### config.mk
export PLATFORM = sky130hd
export DESIGN_NAME = operand_fetch_flat
export DESIGN_NICKNAME = d
export VERILOG_FILES = /design/src/rtl/operand_fetch_if.sv /design/src/rtl/operand_fetch.sv /design/src/flat_wrapper.sv
export SDC_FILE = /design/constraint.sdc
export NUM_CORES = 1
export LEC_CHECK = 0
export ABC_CLOCK_PERIOD_IN_PS = 5700
export BUFFER_PORTS_ARGS = -buffer_cell sky130_fd_sc_hd__clkbuf_2
export CAP_MARGIN = 20
export CORE_AREA = 2 2 258 260
export CTS_BUF_LIST = sky130_fd_sc_hd__clkbuf_8
export DETAILED_ROUTE_END_ITERATION = 16
export DIE_AREA = 0 0 260 262
export PLACE_DENSITY = 0.5
export SYNTH_ARGS = -nofsm -noshare
export SYNTH_HDL_FRONTEND = slang
export SYNTH_SLANG_ARGS = --single-unit
export TNS_END_PERCENT = 30
### constraint.sdc
create_clock -name clk -period 5.7 [get_ports clk]
set_input_delay 0.855 -clock clk [delete_from_list [all_inputs] [get_ports clk]]
set_output_delay 0.855 -clock clk [all_outputs]
set_load 0.005 [all_outputs]
### src/rtl/operand_fetch_if.sv
// Decode/regfile/writeback/execute signal bundle for the operand-fetch stage.
// The slave modport is the stage itself; master is the surrounding pipeline.
interface operand_fetch_if #(
  parameter int XLEN = 64,
  parameter int PC_W = 64
);
  logic            dec_valid;
  logic            dec_ready;
  logic [PC_W-1:0] dec_pc;
  logic [XLEN-1:0] dec_imm;
  logic            dec_rs1_en;
  logic            dec_rs2_en;
  logic [4:0]      dec_rs1_addr;
  logic [4:0]      dec_rs2_addr;
  logic            dec_rd_we;
  logic [4:0]      dec_rd_addr;
  logic [4:0]      rf_rs1_addr;
  logic [4:0]      rf_rs2_addr;
  logic [XLEN-1:0] rf_rs1_data;
  logic [XLEN-1:0] rf_rs2_data;
  logic            wb_en;
  logic [4:0]      wb_addr;
  logic [XLEN-1:0] wb_data;
  logic            kill_en;
  logic [4:0]      kill_addr;
  logic            flush;
  logic            ex_valid;
  logic            ex_ready;
  logic [PC_W-1:0] ex_pc;
  logic [XLEN-1:0] ex_imm;
  logic [XLEN-1:0] ex_rs1_val;
  logic [XLEN-1:0] ex_rs2_val;
  logic            ex_rd_we;
  logic [4:0]      ex_rd_addr;
  logic [31:0]     sb_pending;

  modport master (
    output dec_valid, dec_pc, dec_imm, dec_rs1_en, dec_rs2_en, dec_rs1_addr,
           dec_rs2_addr, dec_rd_we, dec_rd_addr, rf_rs1_data, rf_rs2_data,
           wb_en, wb_addr, wb_data, kill_en, kill_addr, flush, ex_ready,
    input  dec_ready, rf_rs1_addr, rf_rs2_addr, ex_valid, ex_pc, ex_imm,
           ex_rs1_val, ex_rs2_val, ex_rd_we, ex_rd_addr, sb_pending
  );

  modport slave (
    input  dec_valid, dec_pc, dec_imm, dec_rs1_en, dec_rs2_en, dec_rs1_addr,
           dec_rs2_addr, dec_rd_we, dec_rd_addr, rf_rs1_data, rf_rs2_data,
           wb_en, wb_addr, wb_data, kill_en, kill_addr, flush, ex_ready,
    output dec_ready, rf_rs1_addr, rf_rs2_addr, ex_valid, ex_pc, ex_imm,
           ex_rs1_val, ex_rs2_val, ex_rd_we, ex_rd_addr, sb_pending
  );
endinterface

### src/rtl/operand_fetch.sv
// RV64I decode->execute stage: register read with writeback bypass, a one-entry
// output slot, and a 32-entry scoreboard that stalls RAW/WAW hazards.
module operand_fetch #(
  parameter int XLEN = 64,
  parameter int PC_W = 64
) (
  input logic           clk,
  input logic           rst,
  operand_fetch_if.slave bus
);

  // Writeback bypass hit on a register; x0 never matches.
  function automatic logic wb_match(input logic en, input logic [4:0] addr,
                                    input logic [4:0] r);
    return en && (addr == r) && (r != 5'd0);
  endfunction

  logic [31:0]     pend_r;
  logic [31:0]     pend_next_s;
  logic [31:0]     set_mask_s;
  logic [31:0]     clr_mask_s;
  logic            ex_valid_r;
  logic [PC_W-1:0] ex_pc_r;
  logic [XLEN-1:0] ex_imm_r;
  logic [XLEN-1:0] ex_rs1_val_r;
  logic [XLEN-1:0] ex_rs2_val_r;
  logic            ex_rd_we_r;
  logic [4:0]      ex_rd_addr_r;
  logic            hazard_s;
  logic            dec_ready_s;
  logic            accept_s;
  logic            rd_write_s;
  logic [XLEN-1:0] rs1_val_s;
  logic [XLEN-1:0] rs2_val_s;

  // Hazard detection, handshake and operand resolution.
  always_comb begin
    rd_write_s = bus.dec_rd_we && (bus.dec_rd_addr != 5'd0);
    hazard_s =
        (bus.dec_rs1_en && (bus.dec_rs1_addr != 5'd0) && pend_r[bus.dec_rs1_addr]
         && !wb_match(bus.wb_en, bus.wb_addr, bus.dec_rs1_addr))
      | (bus.dec_rs2_en && (bus.dec_rs2_addr != 5'd0) && pend_r[bus.dec_rs2_addr]
         && !wb_match(bus.wb_en, bus.wb_addr, bus.dec_rs2_addr))
      | (rd_write_s && pend_r[bus.dec_rd_addr]
         && !wb_match(bus.wb_en, bus.wb_addr, bus.dec_rd_addr));
    dec_ready_s = !rst && !bus.flush && !hazard_s && (!ex_valid_r || bus.ex_ready);
    accept_s    = bus.dec_valid && dec_ready_s;

    // Regfile data is stale during its own write cycle, so wb_data wins.
    rs1_val_s = {XLEN{1'b0}};
    rs2_val_s = {XLEN{1'b0}};
    if (bus.dec_rs1_en && (bus.dec_rs1_addr != 5'd0)) begin
      rs1_val_s = wb_match(bus.wb_en, bus.wb_addr, bus.dec_rs1_addr) ?
                  bus.wb_data : bus.rf_rs1_data;
    end else begin
      rs1_val_s = {XLEN{1'b0}};
    end
    if (bus.dec_rs2_en && (bus.dec_rs2_addr != 5'd0)) begin
      rs2_val_s = wb_match(bus.wb_en, bus.wb_addr, bus.dec_rs2_addr) ?
                  bus.wb_data : bus.rf_rs2_data;
    end else begin
      rs2_val_s = {XLEN{1'b0}};
    end
  end

  // Scoreboard next state: an issuing write's set outranks any clear.
  always_comb begin
    set_mask_s = (accept_s && rd_write_s) ? (32'd1 << bus.dec_rd_addr) : 32'd0;
    clr_mask_s = ((bus.wb_en && (bus.wb_addr != 5'd0)) ? (32'd1 << bus.wb_addr) : 32'd0)
               | ((bus.kill_en && (bus.kill_addr != 5'd0)) ? (32'd1 << bus.kill_addr) : 32'd0)
               | ((bus.flush && ex_valid_r && ex_rd_we_r) ? (32'd1 << ex_rd_addr_r) : 32'd0);
    pend_next_s = ((pend_r & ~clr_mask_s) | set_mask_s) & ~32'd1;
  end

  // Output slot and scoreboard registers.
  always_ff @(posedge clk) begin
    if (rst) begin
      pend_r       <= 32'd0;
      ex_valid_r   <= 1'b0;
      ex_pc_r      <= {PC_W{1'b0}};
      ex_imm_r     <= {XLEN{1'b0}};
      ex_rs1_val_r <= {XLEN{1'b0}};
      ex_rs2_val_r <= {XLEN{1'b0}};
      ex_rd_we_r   <= 1'b0;
      ex_rd_addr_r <= 5'd0;
    end else begin
      pend_r <= pend_next_s;
      if (bus.flush) begin
        ex_valid_r <= 1'b0;
      end else if (accept_s) begin
        ex_valid_r   <= 1'b1;
        ex_pc_r      <= bus.dec_pc;
        ex_imm_r     <= bus.dec_imm;
        ex_rs1_val_r <= rs1_val_s;
        ex_rs2_val_r <= rs2_val_s;
        ex_rd_we_r   <= rd_write_s;
        ex_rd_addr_r <= bus.dec_rd_addr;
      end else if (ex_valid_r && bus.ex_ready) begin
        ex_valid_r <= 1'b0;
      end else begin
        ex_valid_r <= ex_valid_r;
      end
    end
  end

  assign bus.dec_ready   = dec_ready_s;
  assign bus.rf_rs1_addr = bus.dec_rs1_addr;
  assign bus.rf_rs2_addr = bus.dec_rs2_addr;
  assign bus.ex_valid    = ex_valid_r;
  assign bus.ex_pc       = ex_pc_r;
  assign bus.ex_imm      = ex_imm_r;
  assign bus.ex_rs1_val  = ex_rs1_val_r;
  assign bus.ex_rs2_val  = ex_rs2_val_r;
  assign bus.ex_rd_we    = ex_rd_we_r;
  assign bus.ex_rd_addr  = ex_rd_addr_r;
  assign bus.sb_pending  = pend_r;

endmodule
### src/flat_wrapper.sv
// flat-port wrapper written by rule: the top's interface ports become plain ports
module operand_fetch_flat 
#(
  parameter int XLEN = 64,
  parameter int PC_W = 64
)
  (clk, rst, bus_dec_valid, bus_dec_pc, bus_dec_imm, bus_dec_rs1_en, bus_dec_rs2_en, bus_dec_rs1_addr, bus_dec_rs2_addr, bus_dec_rd_we, bus_dec_rd_addr, bus_rf_rs1_data, bus_rf_rs2_data, bus_wb_en, bus_wb_addr, bus_wb_data, bus_kill_en, bus_kill_addr, bus_flush, bus_ex_ready, bus_dec_ready, bus_rf_rs1_addr, bus_rf_rs2_addr, bus_ex_valid, bus_ex_pc, bus_ex_imm, bus_ex_rs1_val, bus_ex_rs2_val, bus_ex_rd_we, bus_ex_rd_addr, bus_sb_pending);
  operand_fetch_if #(.XLEN(XLEN), .PC_W(PC_W)) bus_i ();
  input logic clk;
  input logic rst;
  input wire logic [$bits(bus_i.dec_valid)-1:0] bus_dec_valid;
  input wire logic [$bits(bus_i.dec_pc)-1:0] bus_dec_pc;
  input wire logic [$bits(bus_i.dec_imm)-1:0] bus_dec_imm;
  input wire logic [$bits(bus_i.dec_rs1_en)-1:0] bus_dec_rs1_en;
  input wire logic [$bits(bus_i.dec_rs2_en)-1:0] bus_dec_rs2_en;
  input wire logic [$bits(bus_i.dec_rs1_addr)-1:0] bus_dec_rs1_addr;
  input wire logic [$bits(bus_i.dec_rs2_addr)-1:0] bus_dec_rs2_addr;
  input wire logic [$bits(bus_i.dec_rd_we)-1:0] bus_dec_rd_we;
  input wire logic [$bits(bus_i.dec_rd_addr)-1:0] bus_dec_rd_addr;
  input wire logic [$bits(bus_i.rf_rs1_data)-1:0] bus_rf_rs1_data;
  input wire logic [$bits(bus_i.rf_rs2_data)-1:0] bus_rf_rs2_data;
  input wire logic [$bits(bus_i.wb_en)-1:0] bus_wb_en;
  input wire logic [$bits(bus_i.wb_addr)-1:0] bus_wb_addr;
  input wire logic [$bits(bus_i.wb_data)-1:0] bus_wb_data;
  input wire logic [$bits(bus_i.kill_en)-1:0] bus_kill_en;
  input wire logic [$bits(bus_i.kill_addr)-1:0] bus_kill_addr;
  input wire logic [$bits(bus_i.flush)-1:0] bus_flush;
  input wire logic [$bits(bus_i.ex_ready)-1:0] bus_ex_ready;
  output wire logic [$bits(bus_i.dec_ready)-1:0] bus_dec_ready;
  output wire logic [$bits(bus_i.rf_rs1_addr)-1:0] bus_rf_rs1_addr;
  output wire logic [$bits(bus_i.rf_rs2_addr)-1:0] bus_rf_rs2_addr;
  output wire logic [$bits(bus_i.ex_valid)-1:0] bus_ex_valid;
  output wire logic [$bits(bus_i.ex_pc)-1:0] bus_ex_pc;
  output wire logic [$bits(bus_i.ex_imm)-1:0] bus_ex_imm;
  output wire logic [$bits(bus_i.ex_rs1_val)-1:0] bus_ex_rs1_val;
  output wire logic [$bits(bus_i.ex_rs2_val)-1:0] bus_ex_rs2_val;
  output wire logic [$bits(bus_i.ex_rd_we)-1:0] bus_ex_rd_we;
  output wire logic [$bits(bus_i.ex_rd_addr)-1:0] bus_ex_rd_addr;
  output wire logic [$bits(bus_i.sb_pending)-1:0] bus_sb_pending;
  assign bus_i.dec_valid = bus_dec_valid;
  assign bus_i.dec_pc = bus_dec_pc;
  assign bus_i.dec_imm = bus_dec_imm;
  assign bus_i.dec_rs1_en = bus_dec_rs1_en;
  assign bus_i.dec_rs2_en = bus_dec_rs2_en;
  assign bus_i.dec_rs1_addr = bus_dec_rs1_addr;
  assign bus_i.dec_rs2_addr = bus_dec_rs2_addr;
  assign bus_i.dec_rd_we = bus_dec_rd_we;
  assign bus_i.dec_rd_addr = bus_dec_rd_addr;
  assign bus_i.rf_rs1_data = bus_rf_rs1_data;
  assign bus_i.rf_rs2_data = bus_rf_rs2_data;
  assign bus_i.wb_en = bus_wb_en;
  assign bus_i.wb_addr = bus_wb_addr;
  assign bus_i.wb_data = bus_wb_data;
  assign bus_i.kill_en = bus_kill_en;
  assign bus_i.kill_addr = bus_kill_addr;
  assign bus_i.flush = bus_flush;
  assign bus_i.ex_ready = bus_ex_ready;
  assign bus_dec_ready = bus_i.dec_ready;
  assign bus_rf_rs1_addr = bus_i.rf_rs1_addr;
  assign bus_rf_rs2_addr = bus_i.rf_rs2_addr;
  assign bus_ex_valid = bus_i.ex_valid;
  assign bus_ex_pc = bus_i.ex_pc;
  assign bus_ex_imm = bus_i.ex_imm;
  assign bus_ex_rs1_val = bus_i.ex_rs1_val;
  assign bus_ex_rs2_val = bus_i.ex_rs2_val;
  assign bus_ex_rd_we = bus_i.ex_rd_we;
  assign bus_ex_rd_addr = bus_i.ex_rd_addr;
  assign bus_sb_pending = bus_i.sb_pending;
  operand_fetch #(.XLEN(XLEN), .PC_W(PC_W)) u_core (.clk(clk), .rst(rst), .bus(bus_i));
endmodule
==> results.toml, run 1 <==
[synthesis]
async_flop_share_pct = 0
ys_types = 49
yosys-top-cells-count = "nand2_1 (314), dfxtp_1 (294), nor2b_1 (258), mux2_2 (219), a21oi_1 (131)"
synthTopCellsByArea = "dfxtp_1 (39%), mux2_2 (16%), nor2b_1 (11%)"
synth_cells = 1640
yosysTopAreaCell = "dfxtp_1"
yosys_warnings = 0
synth_ff_type = "dfxtp_1"
ys_seq_area_share_pct = 39.3
netlist.area_leader.share_pct = 39.3
yosys.cell_count.top_type = "nand2_1"
syn_nets = 1995
syn_area_per_cell_um2 = 9.14
syn_area_um2 = 15000
synth_edf_count = 0
ys_seq_elements = 294

[pwr]
pwr-share-comb_pct = 12.0
power_frac_clock_pct = 44.8
swShare_pct = 26.7
power_density_nw_per_um2 = 248
internal_power_mw = 3.66
fin_total_pwr_mw = 5.00
seqPwrFrac_pct = 43.2
peakVddDrop_mv = 0.166
p_sw_mw = 1.34
power_leakage_nw = 9.47

[critical_path]
critPathKind = "input port to primary output"
end_kind = "primary output"
worstPathMaxFanout = 16
reg2reg_to = "u_core.bus.ex_rs2_val[61]$_SDFFE_PP0P_"
r2r_start = "u_core.bus.sb_pending[10]$_SDFF_PP0_"
cp.required_ns = 4.85
r2r_cells = 8
arrival_ns = 3.01
worstSetupStartpointType = "input port"
ff2ff_setup_slack_ns = 2.06

[cells_and_area]
syn2layout_area_growth_pct = 34.2
nFillCells = 7053
regArea_um2 = 5890
multiInputGateArea_um2 = 8420
fin_nets = 2586
drive_above_1_share_pct = 44.3

[detailed_routing]
first_pass_iters = 5
vias = 14600
dr_wl_met2_um = 30400
met1_length_um = 23400
vias_per_cell = 4.63
finalWirelength_um = 60600
ant_nets = 0
dr.max_layer_used = "met5"
drt-initial-drc-count = 958
wire_per_inst_um = 19.3
wl_met3_um = 5000
drc = 0

[floorplan]
dieWidth_um = 260
core-area_um2 = 65300
dieArea_um2 = 68100
ioPinCount = 661
die_y_um = 262
start_util_pct = 23.0
num_rows = 94

[timing]
max_slew.worst_pin.slew_ns = 1.04
setup_tns_ns = 0
period_share_pct = 67.9
skew_ns = 0.0363
fmax_mhz = 259
hold_viol = 0
rsz0062_at_grt = "no"
setup_viol = 0
period_minus_slack_ns = 3.87
slew_headroom_pct = 30.5
slew_violations = 0

[hold_path]
hold_path_depth = 2
hold_path_end = "u_core.bus.ex_valid$_SDFFE_PP0P_"
hold_class = "input port to flop"
min_from = "bus_flush"

[cts]
ctsResizeCount = 0
clock_latency_ns = 0.64
cts_setup_buffers = 0
cts_buffers = 58
clock_sinks = 294
cts_hold_buf = 0
clock_path_buffers = 3
clkTransAtPathRegs_ns = 0.06
cts_max_level = 2
cts_tree = "done"
cts-root-buf = "clkbuf_8"

[global_routing]
grt_antenna_before_repair = 4
grt_pass1_wl_um = 87100
grt.overflow.total = 0
grt_use_total_pct = 16.5
grt_pass1_vias = 14400
grt_max_degree = 179

[placed_design]
gp_congestion = 0.872
io_buffer_count = 659
hpwl_um = 44300

[run_status]
outcome = "finished, final reports clean"

[flow_run]
cap_violations = 0
-- critical path, stage by stage --
cell and delay (ns):
clkbuf_2 0.39, mux2_2 0.39, a22oi_1 0.17, o21ai_0 0.10, o311ai_0 0.51, o32a_2 0.31, and3_1 0.18, clkbuf_2 0.12
-- registers in the layout (all words and copies together) (netlist names) --
signal and count:
u_core.bus.ex_rd_we 1, u_core.bus.ex_pc 64, u_core.bus.ex_rd_addr 5, u_core.bus.ex_rs2_val 64, u_core.bus.sb_pending 31, u_core.bus.ex_rs1_val 64, u_core.bus.ex_imm 64, u_core.bus.ex_valid 1
-- layout by cell type (no fill, tap or decap), types with 4 or more instances in the layout --
master,n
clkbuf_8,72
inv_1,23
mux2_2,219
xor2_1,6
mux2_1,32
buf_4,9
nor2b_1,258
a22oi_1,25
nor3_1,5
o31ai_1,24
dfxtp_1,294
mux2i_1,26
nand2b_1,8
o21ai_0,4
mux4_2,18
xnor2_1,9
buf_12,6
clkbuf_2,658
nand3b_1,5
o2111ai_1,31
a21oi_1,131
clkinv_2,8
nand2_1,313
a32oi_1,8
nand3_1,9
nor2_1,22
o41ai_1,7
-- power by group through the flow --
stage	clock network (mW)	logic, mW	registers [mW]
2_1_floorplan	0	0.305	2.20
3_3_place_gp	0	0.594	2.20
3_5_place_dp	0	0.603	2.20
4_1_cts	2.33	0.606	2.16
5_1_grt	2.42	0.652	2.16
6_report	2.24	0.600	2.16
-- logic make-up (layout without fill, tap and decap cells) --
logic type	Yosys count	count (layout)	synth area share, %
muxes	295	295	23.3
DFF	294	294	39.3
other	1	2	0.0250
AOI/OAI and AO/OA	240	240	10.3
xor gates and xnor gates	15	15	0.877
buffers and inverters	148	784	4.74
and+or+nand+nor	647	647	21.4
-- stage by stage --
step	area, µm²	worst slack, ns	utilization [%]	cells	hold slack (ns)
final	20100	1.83	30.8	3141	0.432
after floorplan	15000	2.43	-	1640	0.451
after global routing	20100	1.69	30.8	3141	0.365
after global placement	18900	1.33	28.9	3035	0.442
after detailed placement	18900	1.36	28.9	3035	0.453
after CTS	20100	1.87	30.8	3140	0.337
-- worst max path at each step --
stage | start | end | slack, ns | cells after the start
after floorplan | bus_dec_rs1_addr[1] | bus_dec_ready | 2.43 | 8
after global placement | bus_dec_rd_addr[0] | u_core.bus.ex_pc[25]$_SDFFE_PP0P_ | 1.33 | 9
after detailed placement | bus_dec_rd_addr[0] | u_core.bus.ex_pc[25]$_SDFFE_PP0P_ | 1.36 | 9
after CTS | bus_dec_rd_addr[0] | bus_dec_ready | 1.87 | 8
after global routing | bus_dec_rd_addr[1] | bus_dec_ready | 1.69 | 8
final | bus_dec_rd_addr[1] | bus_dec_ready | 1.83 | 8
-- area by class of cell --
type                       instances  share of cell area [%]
antenna                            1                  0.0124
clock buffer                      71                    4.86
timing repair buffer             674                    17.4
multi-input combinational       1198                    41.8
clock inverter                    34                    1.18
sequential                       294                    29.3
tap                              864                    5.38
inverter                           5                  0.0933
-- layer usage --
layer  up-vias  global-route usage [%]
li1       6841                       -
met3       112                    4.42
met5         -                       0
met1      6914                    19.3
met2       686                    29.1
met4         2                    5.57
Power figures use the tool's default switching activity.
==> run 2, diff against run 1 <==
Settings changed: ABC_CLOCK_PERIOD_IN_PS 5700 to 3300, CORE_AREA 2 2 258 260 to 2 2 256 258, DIE_AREA 0 0 260 262 to 0 0 258 260, PLACE_DENSITY 0.5 to 0.52.
Clock period 5.7 ns to 3.3 ns, I/O delays scaled along.
==> run 2 against run 1 <==
Clock power is 78% higher. Non-clock buffer count is 34 higher. Setup slack got worse by 1.7 ns. Final cell count grew 0.64%. Sequential power up 73%. Hold slack worse by 0.35 ns. Count of clock-buffer cells in the layout is 1 higher. Sequential cell count did not move. Combinational power increased by 82%.
==> results.toml, run 2 (synthesis results as in run 1) <==
[run_status]
outcome = "finished, final reports clean"

[timing]
rsz0062_at_grt = "no"
fmax_mhz = 317
period_minus_slack_ns = 3.15
worst_slack_ns = 0.148
slew_headroom_pct = 44.6
max_slew.worst_pin.slew_ns = 0.831
period_share_pct = 95.5
setup_viol = 0
skew_ns = 0.0371
setup_tns_ns = 0
hold_viol = 0
slew_violations = 0

[global_routing]
grt_pass1_vias = 15000
grt.overflow.total = 0
grt_max_degree = 143
grt_use_total_pct = 17.3
grt_antenna_before_repair = 5
grt_pass1_wl_um = 90300

[cts]
clkTransAtPathRegs_ns = 0.06
ctsResizeCount = 0
clock_latency_ns = 0.64
cts_tree = "done"
cts-root-buf = "clkbuf_8"
cts_max_level = 2
clock_sinks = 294
cts_buffers = 56
clock_path_buffers = 3

[pwr]
internal_power_mw = 6.52
power_leakage_nw = 9.68
pwr-share-comb_pct = 12.4
peakVddDrop_mv = 0.317
seqPwrFrac_pct = 42.3
p_sw_mw = 2.29
power_density_nw_per_um2 = 430
power_frac_clock_pct = 45.3
swShare_pct = 26.0

[cells_and_area]
drive_above_1_share_pct = 45.2
final_cells = 3161
final_common_cell = "clkbuf_2"
fin_area_um2 = 20500
syn2layout_area_growth_pct = 36.9
final_core_util_pct = 32.0
final_cell_mix = "clkbuf_2 (658), nand2_1 (313), dfxtp_1 (294), nor2b_1 (258), mux2_2 (219)"
fin_nets = 2618

[hold_path]
min_from = "bus_flush"
hold_class = "input port to flop"
hold_path_depth = 2
hold_path_end = "u_core.bus.ex_valid$_SDFFE_PP0P_"

[placed_design]
dp.cells = 3059
io_buffer_count = 659
pre_cts_slack_ns = 0.0328
place_area_um2 = 19300
hpwl_um = 46500
gp_congestion = 0.934

[floorplan]
ioPinCount = 661
dieArea_um2 = 67100
core-area_um2 = 64100
die_y_um = 260
start_util_pct = 23.4
dieWidth_um = 258
num_rows = 93

[detailed_routing]
ant_nets = 0
vias_per_cell = 4.68
first_pass_iters = 5
drt-initial-drc-count = 1053
wire_per_inst_um = 19.5
drc = 0
finalWirelength_um = 61800
vias = 14800

[critical_path]
max_stage_delay_ns = 0.57
ff2ff_setup_slack_ns = 0.41
reg2reg_to = "u_core.bus.ex_rs2_val[46]$_SDFFE_PP0P_"
crit_buf_inv = 1
arrival_ns = 2.66
worstPathMaxFanout = 5
r2r_cells = 9
crit_start = "u_core.bus.sb_pending[4]$_SDFF_PP0_"
cp.required_ns = 2.80
critPathTopFamily = "multiplexers"
critPathKind = "flop to primary output"
end_kind = "primary output"
worst_path_max_delay_cell = "dfxtp_1"
worstSetupStartpointType = "flop"
cp_cell_sequence = "mux2i_1 -> mux4_2 -> nor2_1 -> a211oi_1 -> o32a_2 -> and3_1 -> clkbuf_2"
r2r_start = "u_core.bus.sb_pending[4]$_SDFF_PP0_"

[flow_run]
cap_violations = 0
## run 2: cell types whose count changed in the layout (fill, tap and decap cells not counted), sizes merged
cell	delta
dlygate4sd3	+1
clkinvlp	-1
clkinv	-2
bufinv	+2
inv	-5
buf	+33
clkbuf	+1
## run 2: layer usage
metal,vias to the layer above,part of all wire [%],track usage [%]
li1,6898,-,-
met1,7028,39,20.3
met2,738,50,30.5
met3,133,8.2,4.09
met4,0,3.3,6.41
met5,-,0,0
## run 2: layout make-up
type | instances | area (µm²)
diodes | 1 | 2.50
clock buffers | 72 | 991
clock inverters | 28 | 254
fillers | 6772 | 43600
inverters | 5 | 18.8
multi-input cells | 1198 | 8420
flip-flops and latches | 294 | 5890
well taps | 855 | 1070
repair buffers | 708 | 3880
## run 2: worst max path at each step
stage                                              to  slack, ns  cells after the start
6_report                                bus_dec_ready       0.15                      7
5_1_grt                                 bus_dec_ready      0.002                      7
3_3_place_gp   u_core.bus.ex_rs1_val[56]$_SDFFE_PP0P_       0.09                     10
2_1_floorplan   u_core.bus.ex_rs2_val[3]$_SDFFE_PP0P_       0.48                     11
4_1_cts                                 bus_dec_ready       0.04                      7
3_5_place_dp    u_core.bus.ex_rs1_val[1]$_SDFFE_PP0P_       0.03                     10
## run 2: what timing repair did
item                                   CTS  global route
buffers inserted                         0             0
setup endpoints to repair                0             0
hold buffers                             1             0
endpoints found under the hold margin    1             0
## run 2: per-stage QoR
step / total power [mW] / hold slack [ns]
finish: 8.81 / 0.0826
global route: 9.20 / 0.0235
CTS: 8.97 / 0.000535
detailed placement: 4.90 / 0.449
floorplan: 4.33 / 0.451
global placement: 4.88 / 0.444
## run 2: power groups by stage
stage	combinational (mW)	clock [mW]	sequential, mW
global placement	1.08	0	3.80
floorplan	0.527	0	3.80
CTS	1.10	4.14	3.73
global route	1.18	4.28	3.74
detailed placement	1.09	0	3.80
finish	1.09	3.99	3.73
